### config.mk
export PLATFORM = sky130hd
export DESIGN_NAME = sync_fifo_flags
export DESIGN_NICKNAME = d
export VERILOG_FILES = /design/src/rtl/sync_fifo_flags.sv
export SDC_FILE = /design/constraint.sdc
export NUM_CORES = 1
export LEC_CHECK = 0
export ABC_AREA = 1
export CORE_MARGIN = 2
export CORE_UTILIZATION = 55
export DETAILED_ROUTE_END_ITERATION = 10
export GPL_ROUTABILITY_DRIVEN = 0
export GPL_TIMING_DRIVEN = 0
export PLACE_DENSITY = 0.74
export SETUP_SLACK_MARGIN = 0.05
export SLEW_MARGIN = 10
export SYNTH_ARGS = -nofsm -noshare
export SYNTH_HDL_FRONTEND = slang
export SYNTH_SLANG_ARGS = --single-unit
### constraint.sdc
create_clock -name clk -period 3 [get_ports clk]
set_clock_uncertainty 0.2 [all_clocks]
set_input_delay 0.3 -clock clk [delete_from_list [all_inputs] [get_ports clk]]
set_output_delay 0.3 -clock clk [all_outputs]
set_load 0.02 [all_outputs]
### src/rtl/sync_fifo_flags.sv
// Single-clock FIFO, any DEPTH, with count, almost/full/empty flags, sticky over/underflow and flush (FWFT via SYNC_FIFO_FWFT_EN).
// Latency: 1 cycle registered read with rd_valid strobe; 0 cycles when SYNC_FIFO_FWFT_EN is defined.
// Backpressure: writes while full and reads while empty are dropped and set the sticky overflow/underflow flags.
module sync_fifo_flags #(
    parameter int DATA_WIDTH = 32,
    parameter int DEPTH      = 16,
    parameter int AF_THRESH  = DEPTH - 4,
    parameter int AE_THRESH  = 4,
    localparam int CW        = $clog2(DEPTH + 1),
    localparam int AW        = $clog2(DEPTH)
) (
    input  logic                  clk,
    input  logic                  reset_n,
    input  logic                  clear,
    input  logic                  wr_en,
    input  logic [DATA_WIDTH-1:0] wr_data,
    input  logic                  rd_en,
    output logic [DATA_WIDTH-1:0] rd_data,
    output logic                  rd_valid,
    output logic                  full,
    output logic                  empty,
    output logic                  almost_full,
    output logic                  almost_empty,
    output logic [CW-1:0]         count,
    output logic                  overflow,
    output logic                  underflow
);

    logic [DATA_WIDTH-1:0] mem [DEPTH];
    logic [AW-1:0]         wr_ptr;
    logic [AW-1:0]         rd_ptr;
    logic                  wr_acc;
    logic                  rd_acc;

    // Flush wins over any request issued in the same cycle.
    assign wr_acc = wr_en && !full  && !clear;
    assign rd_acc = rd_en && !empty && !clear;

    // Explicit wrap so non-power-of-2 depths work.
    function automatic logic [AW-1:0] ptr_inc(input logic [AW-1:0] p);
        return (p == AW'(DEPTH - 1)) ? '0 : p + AW'(1);
    endfunction

    always_ff @(posedge clk) begin
        if (wr_acc) begin
            mem[wr_ptr] <= wr_data;
        end
    end

    always_ff @(posedge clk or negedge reset_n) begin
        if (!reset_n) begin
            wr_ptr    <= '0;
            rd_ptr    <= '0;
            count     <= '0;
            overflow  <= 1'b0;
            underflow <= 1'b0;
        end else if (clear) begin
            wr_ptr    <= '0;
            rd_ptr    <= '0;
            count     <= '0;
            overflow  <= 1'b0;
            underflow <= 1'b0;
        end else begin
            if (wr_acc) begin
                wr_ptr <= ptr_inc(wr_ptr);
            end
            if (rd_acc) begin
                rd_ptr <= ptr_inc(rd_ptr);
            end
            case ({wr_acc, rd_acc})
                2'b10:   count <= count + CW'(1);
                2'b01:   count <= count - CW'(1);
                default: count <= count;
            endcase
            if (wr_en && full) begin
                overflow <= 1'b1;
            end
            if (rd_en && empty) begin
                underflow <= 1'b1;
            end
        end
    end

    assign full         = (count == CW'(DEPTH));
    assign empty        = (count == '0);
    assign almost_full  = (count >= CW'(AF_THRESH));
    assign almost_empty = (count <= CW'(AE_THRESH));

`ifdef SYNC_FIFO_FWFT_EN
    // Head word is always on display; rd_en only acknowledges it.
    assign rd_data  = mem[rd_ptr];
    assign rd_valid = !empty;
`else
    always_ff @(posedge clk or negedge reset_n) begin
        if (!reset_n) begin
            rd_data  <= '0;
            rd_valid <= 1'b0;
        end else if (clear) begin
            rd_valid <= 1'b0;
        end else begin
            rd_valid <= rd_acc;
            if (rd_acc) begin
                rd_data <= mem[rd_ptr];
            end
        end
    end
`endif

endmodule

==> Yosys cells after proc, flatten, opt, wreduce, memory -nomap -nowiden <==
Memories as Yosys holds them, arrays and structs flattened. A register that Yosys moved wholly into a read port is not among the register bits.
Cells that the tools add are included.
{ "totals": {"regBits": 16, "mem_bits_rw": 512, "inputBits": 37, "output_inout_bits": 44, "mem_count": 1} }
{ "memory_table": {"columns": ["name", "depth", "word_bits", "rd", "rd_ports_with_merged_regs", "write_ports", "line", "text"], "rows": [
  ["mem", 16, 32, 1, 1, 1, "29", "logic [DATA_WIDTH-1:0] mem [DEPTH];"]
]} }
{ "classes": {"n_addsub": 4, "n_lt_le_gt_ge": 2, "n_eq_ne": 5, "mux": 15, "bitwise_logic": 1, "reduce_logical": 17} }
{ "ops": {"columns": ["operator", "n"], "rows": [
  ["4-bit 2-to-1 mux", 6],
  ["5-bit case mux with 2 select lines", 1],
  ["4-bit by 1-bit adder with 4-bit output, second input constant", 2],
  ["4-bit equality test, second input constant", 2],
  ["2-bit nonzero test", 4],
  ["1-bit 2-to-1 mux", 7],
  ["1-bit logical AND", 6],
  ["5-bit by 1-bit adder with 5-bit output, second input constant", 1],
  ["5-bit equality test, second input constant", 1],
  ["5-bit by 4-bit greater-or-equal comparator with 1-bit output, second input constant", 1],
  ["5-bit by 3-bit less-or-equal comparator with 1-bit output, second input constant", 1],
  ["5-bit logical NOT", 1],
  ["5-bit 2-to-1 mux", 1],
  ["5-bit by 1-bit subtractor with 5-bit output, second input constant", 1],
  ["1-bit logical NOT", 4],
  ["3-bit nonzero test", 1],
  ["2-bit by 1-bit equality test with 1-bit output, second input constant", 1],
  ["2-bit equality test, second input constant", 1],
  ["2-bit AND reduction", 1],
  ["1-bit NOT", 1]
]} }

==> Depth between registers and ports, before layout <==
{ "logic_depth": {"ltp_word": 7, "depth_mapped": 16, "depth_no_buf": 16} }

==> Worst setup path before layout <==
No wires, ideal clock.
{ "synth_path": {"path_kind": "flip-flop to flip-flop", "start": "register count[3]", "end": "memory mem[0][0], enable pin", "setup_ps": 421, "t_arrival_ps": 2455, "required_time_ps": 2379, "path_slack_ps": -76, "stages_incl_launch_ff": 7, "n_path_buf": 0, "period_less_slack_ps": 3076, "cell_sequence": "dfrtp_1 > nor2_2 > nand3_2 > nand3_2 > inv_1 > nand2_1 > nor2_1"} }
{ "synth_between": {"elab_chain_len": 6} }
{ "synth_lines": {"columns": ["item", "line", "text"], "rows": [
  ["from (decl)", "24", "output logic [CW-1:0] count,"],
  ["from (signal assigned)", "71", "2'b10: count <= count + CW'(1);"],
  ["from (signal assigned)", "72", "2'b01: count <= count - CW'(1);"],
  ["from (signal assigned)", "73", "default: count <= count;"],
  ["5-bit equality test", "84", "assign full = (count == CW'(DEPTH));"],
  ["1-bit logical NOT", "36", "assign wr_acc = wr_en && !full && !clear;"],
  ["1-bit logical AND (2 in a row)", "36", null],
  ["1-bit 2-to-1 mux", "45", "if (wr_acc) begin"],
  ["1-bit 2-to-1 mux (not written as such)", "46", "mem[wr_ptr] <= wr_data;"],
  ["to (decl)", "29", null]
]} }
Every way passes these cells.

==> Worst setup path in the final report <==
{ "layout_path": {"start": "register count[2]", "end": "memory mem[4][17], enable pin"} }
Same word-level chain as after synthesis.

==> flow_metrics.py <==
metrics = {
    "status": {
        "status": "completed",
    },
    "floorplan": {
        "dieArea_um2": 41600,
        "initial_core_util_pct": 55.6,
        "num_rows": 73,
        "core-area_um2": 39500,
        "die_width_um": 204,
        "pin_count": 81,
        "die_y_um": 204,
    },
    "grt": {
        "grt_pass1_wl_um": 91600,
        "grt_start_max_net_pins": 30,
        "antenna_found_initial": 0,
        "grt_pass1_vias": 15100,
        "overflow": 0,
        "grt_use_total_pct": 30.3,
    },
    "critical_path": {
        "arrival_ns": 2.95,
        "critPathLaunchType": "register",
        "required_ns": 3.11,
        "end_kind": "register",
        "crit_type": "reg -> reg",
        "crit_fanout": 22,
    },
    "clock_network": {
        "numCtsBuffers": 55,
        "clock_path_buffers": 3,
        "cts_sinks": 560,
        "root_buffer": "clkbuf_16",
        "path_clk_slew_ns": 0.06,
        "cts_htree_levels": 2,
        "cts_tree": "built",
        "clk_latency_ns": 0.61,
    },
    "finish": {
        "final.fill_count": 2773,
        "final_cell_area_um2": 25700,
        "nets": 1898,
        "multi_input_area_um2": 4910,
        "ff_latch_area_um2": 16600,
        "area_growth_pct": 17.1,
        "final_cells": 2424,
        "layout-drive-gt1-share_pct": 9.32,
        "antenna-diode-count": 0,
    },
    "synth": {
        "synth_area_um2": 22000,
        "muxShareOfSynthArea_pct": 0.455,
        "async_flop_share_pct": 8.57,
        "synth_top_family_by_area": "compound AO/OA/AOI/OAI gates",
        "synth-compound-area-share_pct": 12.2,
        "synth_edf_count": 512,
        "synth_commonest_cells": "512 x edfxtp_1, 312 x nor2_1, 265 x o21ai_0",
        "synthesis.nets": 1737,
        "avgSynthCellArea_um2": 13.0,
        "synth_top_area_cell": "edfxtp_1",
        "yosysMostFrequentCell": "edfxtp_1",
        "yosys_register_bits": 560,
        "synth-xor-area-share_pct": 0.0398,
        "synth-simple-area-share_pct": 8.72,
        "yosys.area_share.adder_pct": 0.398,
        "synth_warnings": 0,
        "yosysSeqAreaShare_pct": 75.4,
        "yosysTopAreaCellShare_pct": 69.9,
        "synth_area_leaders": "edfxtp_1 70%, o21ai_0 6.0%, dfrtp_1 5.5%",
        "syn-instance-count": 1693,
        "ys.flop_type": "edfxtp_1",
        "synth_cell_types": 33,
    },
    "power_and_ir_drop": {
        "p_switching_mw": 7.29,
        "pwr-share-seq_pct": 41.7,
        "p_comb_share_pct": 28.2,
        "switching_share_pct": 33.5,
        "power_leakage_nw": 8.76,
        "power_density_nw_per_um2": 846,
        "ir_drop_v": 0.000493,
        "clkPwrFrac_pct": 30.0,
        "p_int_mw": 14.5,
    },
    "timing": {
        "fin_crit_sh_pct": 94.7,
        "drv_slew": 0,
        "setup_viol": 0,
        "tightestPinTransition_ns": 1.03,
        "rsz0062_at_grt": "yes",
        "slew_headroom_pct": 31.4,
        "max_clock_freq_mhz": 352,
        "period_needed_ns": 2.84,
        "finalHoldViolCount": 0,
    },
    "place": {
        "io_buffer_count": 80,
        "placed_area_um2": 24000,
        "hpwl_um": 39300,
        "dp.cells": 2315,
    },
    "route": {
        "drc_errors": 0,
        "wl_per_cell_um": 25.7,
        "wl_um": 62300,
        "vias": 15300,
        "viasPerCell": 6.30,
        "ant_nets": 0,
        "drt-initial-drc-count": 2108,
        "drtPass1Iterations": 6,
    },
    "flow_run": {
        "drv_cap": 0,
    },
    "min_path": {
        "hp-class": "in -> reg",
    },
}
-- sequential cells by signal, summed over array words and instances (netlist names) --
name       cells
overflow       1
mem          512
rd_data       32
wr_ptr         4
rd_ptr         4
rd_valid       1
underflow      1
count          5
-- cell usage in the layout, fill, tap and decap left out, types with 2 or more instances in the layout --
cell             Yosys  layout
buf_6                6       6
clkdlybuf4s50_1      0      79
clkinvlp_4           0       2
clkinv_2             0       5
buf_4                8      12
nand3_2              3       3
inv_1               17      17
nor3_1               2       2
clkbuf_8             0       4
clkbuf_2             5       5
dfrtp_1             48      48
nand2_2              3       3
nor2_2               4       4
nor2_4               2      18
buf_2               29      29
buf_16               0      10
clkinv_1             1      14
ha_1                 7       7
dlygate4sd3_1        0       2
o21ai_1             46      46
inv_6                0       3
inv_2                5       5
bufinv_16            0       2
edfxtp_1           512     512
o21ai_0            265     265
o22ai_1            149     149
nand3_1             11      11
clkbuf_16            0      55
nor2_1             312     296
a21oi_1             25      25
o31ai_1              5       5
nand2_1            152     152
clkbuf_1            58      75
buf_12               0       9
mux2i_1             10      10
-- layout make-up --
cell class | instances | area share, %
flip-flops and latches | 560 | 64.4
multi-input cells | 1002 | 19.1
clock buffers | 76 | 5.81
repair buffers | 104 | 5.04
well taps | 525 | 2.55
plain buffers | 108 | 2.08
clock inverters | 26 | 0.715
inverters | 23 | 0.335
-- path summary, 6_finish.rpt --
| kind | slack [ns] | from | depth (start not counted) | end |
|---|---|---|---|---|
| min in group asynchronous | 0.50 | reset_n | 4 | rd_data[23] |
| hold / removal | 0.25 | rd_en | 3 | underflow |
| setup / recovery | 0.16 | count[2] | 7 | mem[4][17] |
| setup reg to reg | 0.16 | count[2] | 7 | mem[4][17] |
| hold reg to reg | 0.28 | rd_data[13] | 2 | rd_data[13] |
| max in group asynchronous | 1.85 | reset_n | 4 | rd_data[1] |
-- cell families (layout without fill, tap and decap cells) --
family	after synthesis	count (layout)
xor gates and xnor gates	1	1
muxes	10	10
and+or+nand+nor	491	491
AOI/OAI and AO/OA	493	493
adders and majority gates	7	7
buffers and inverters	131	337
DFF	560	560
-- timing repair --
item                                    CTS  global route
endpoints found under the setup margin    0            26
hold buffers                              3             0
gates resized for setup                   0             0
hold endpoints to repair                 48             0
setup buffers                             0             4
-- per-stage QoR --
stage               setup slack (ns)  hold WS, ns  util [%]  power [mW]  setup TNS (ns)
floorplan                    -0.0758       -0.196         -        12.7          -29.12
global placement               -2.12        0.262      59.3        15.0        -1005.24
detailed placement            -0.273       0.0348      60.6        15.2          -29.10
CTS                            0.155        0.219      65.0        21.6               0
global route                  0.0125        0.253      65.1        22.5               0
finish                         0.159        0.250      65.1        21.8               0
-- worst max-delay path, cell delays in order (launching register included) --
cell	delay, ns
dfrtp_1	0.48
nor2_2	0.08
nand3_2	0.14
nand3_2	0.20
inv_1	0.19
nand2_1	0.25
nor2_4	0.74
buf_16	0.24
-- power by group through the flow --
stage	combinational, mW	sequential, mW	clock [mW]
final	6.15	9.09	6.53
after global routing	6.57	9.12	6.83
after CTS	6.03	9.09	6.52
after detailed placement	5.97	9.25	0
after global placement	5.77	9.24	0
after floorplan	3.22	9.50	0
-- per-layer routing --
| layer | part of all wire [%] | GRT usage [%] |
|---|---|---|
| met5 | 0 | 0 |
| met1 | 37 | 39.8 |
| met2 | 48 | 49.1 |
| met4 | 4.0 | 12.7 |
| met3 | 12 | 6.82 |
Power figures use the tool's default switching activity.
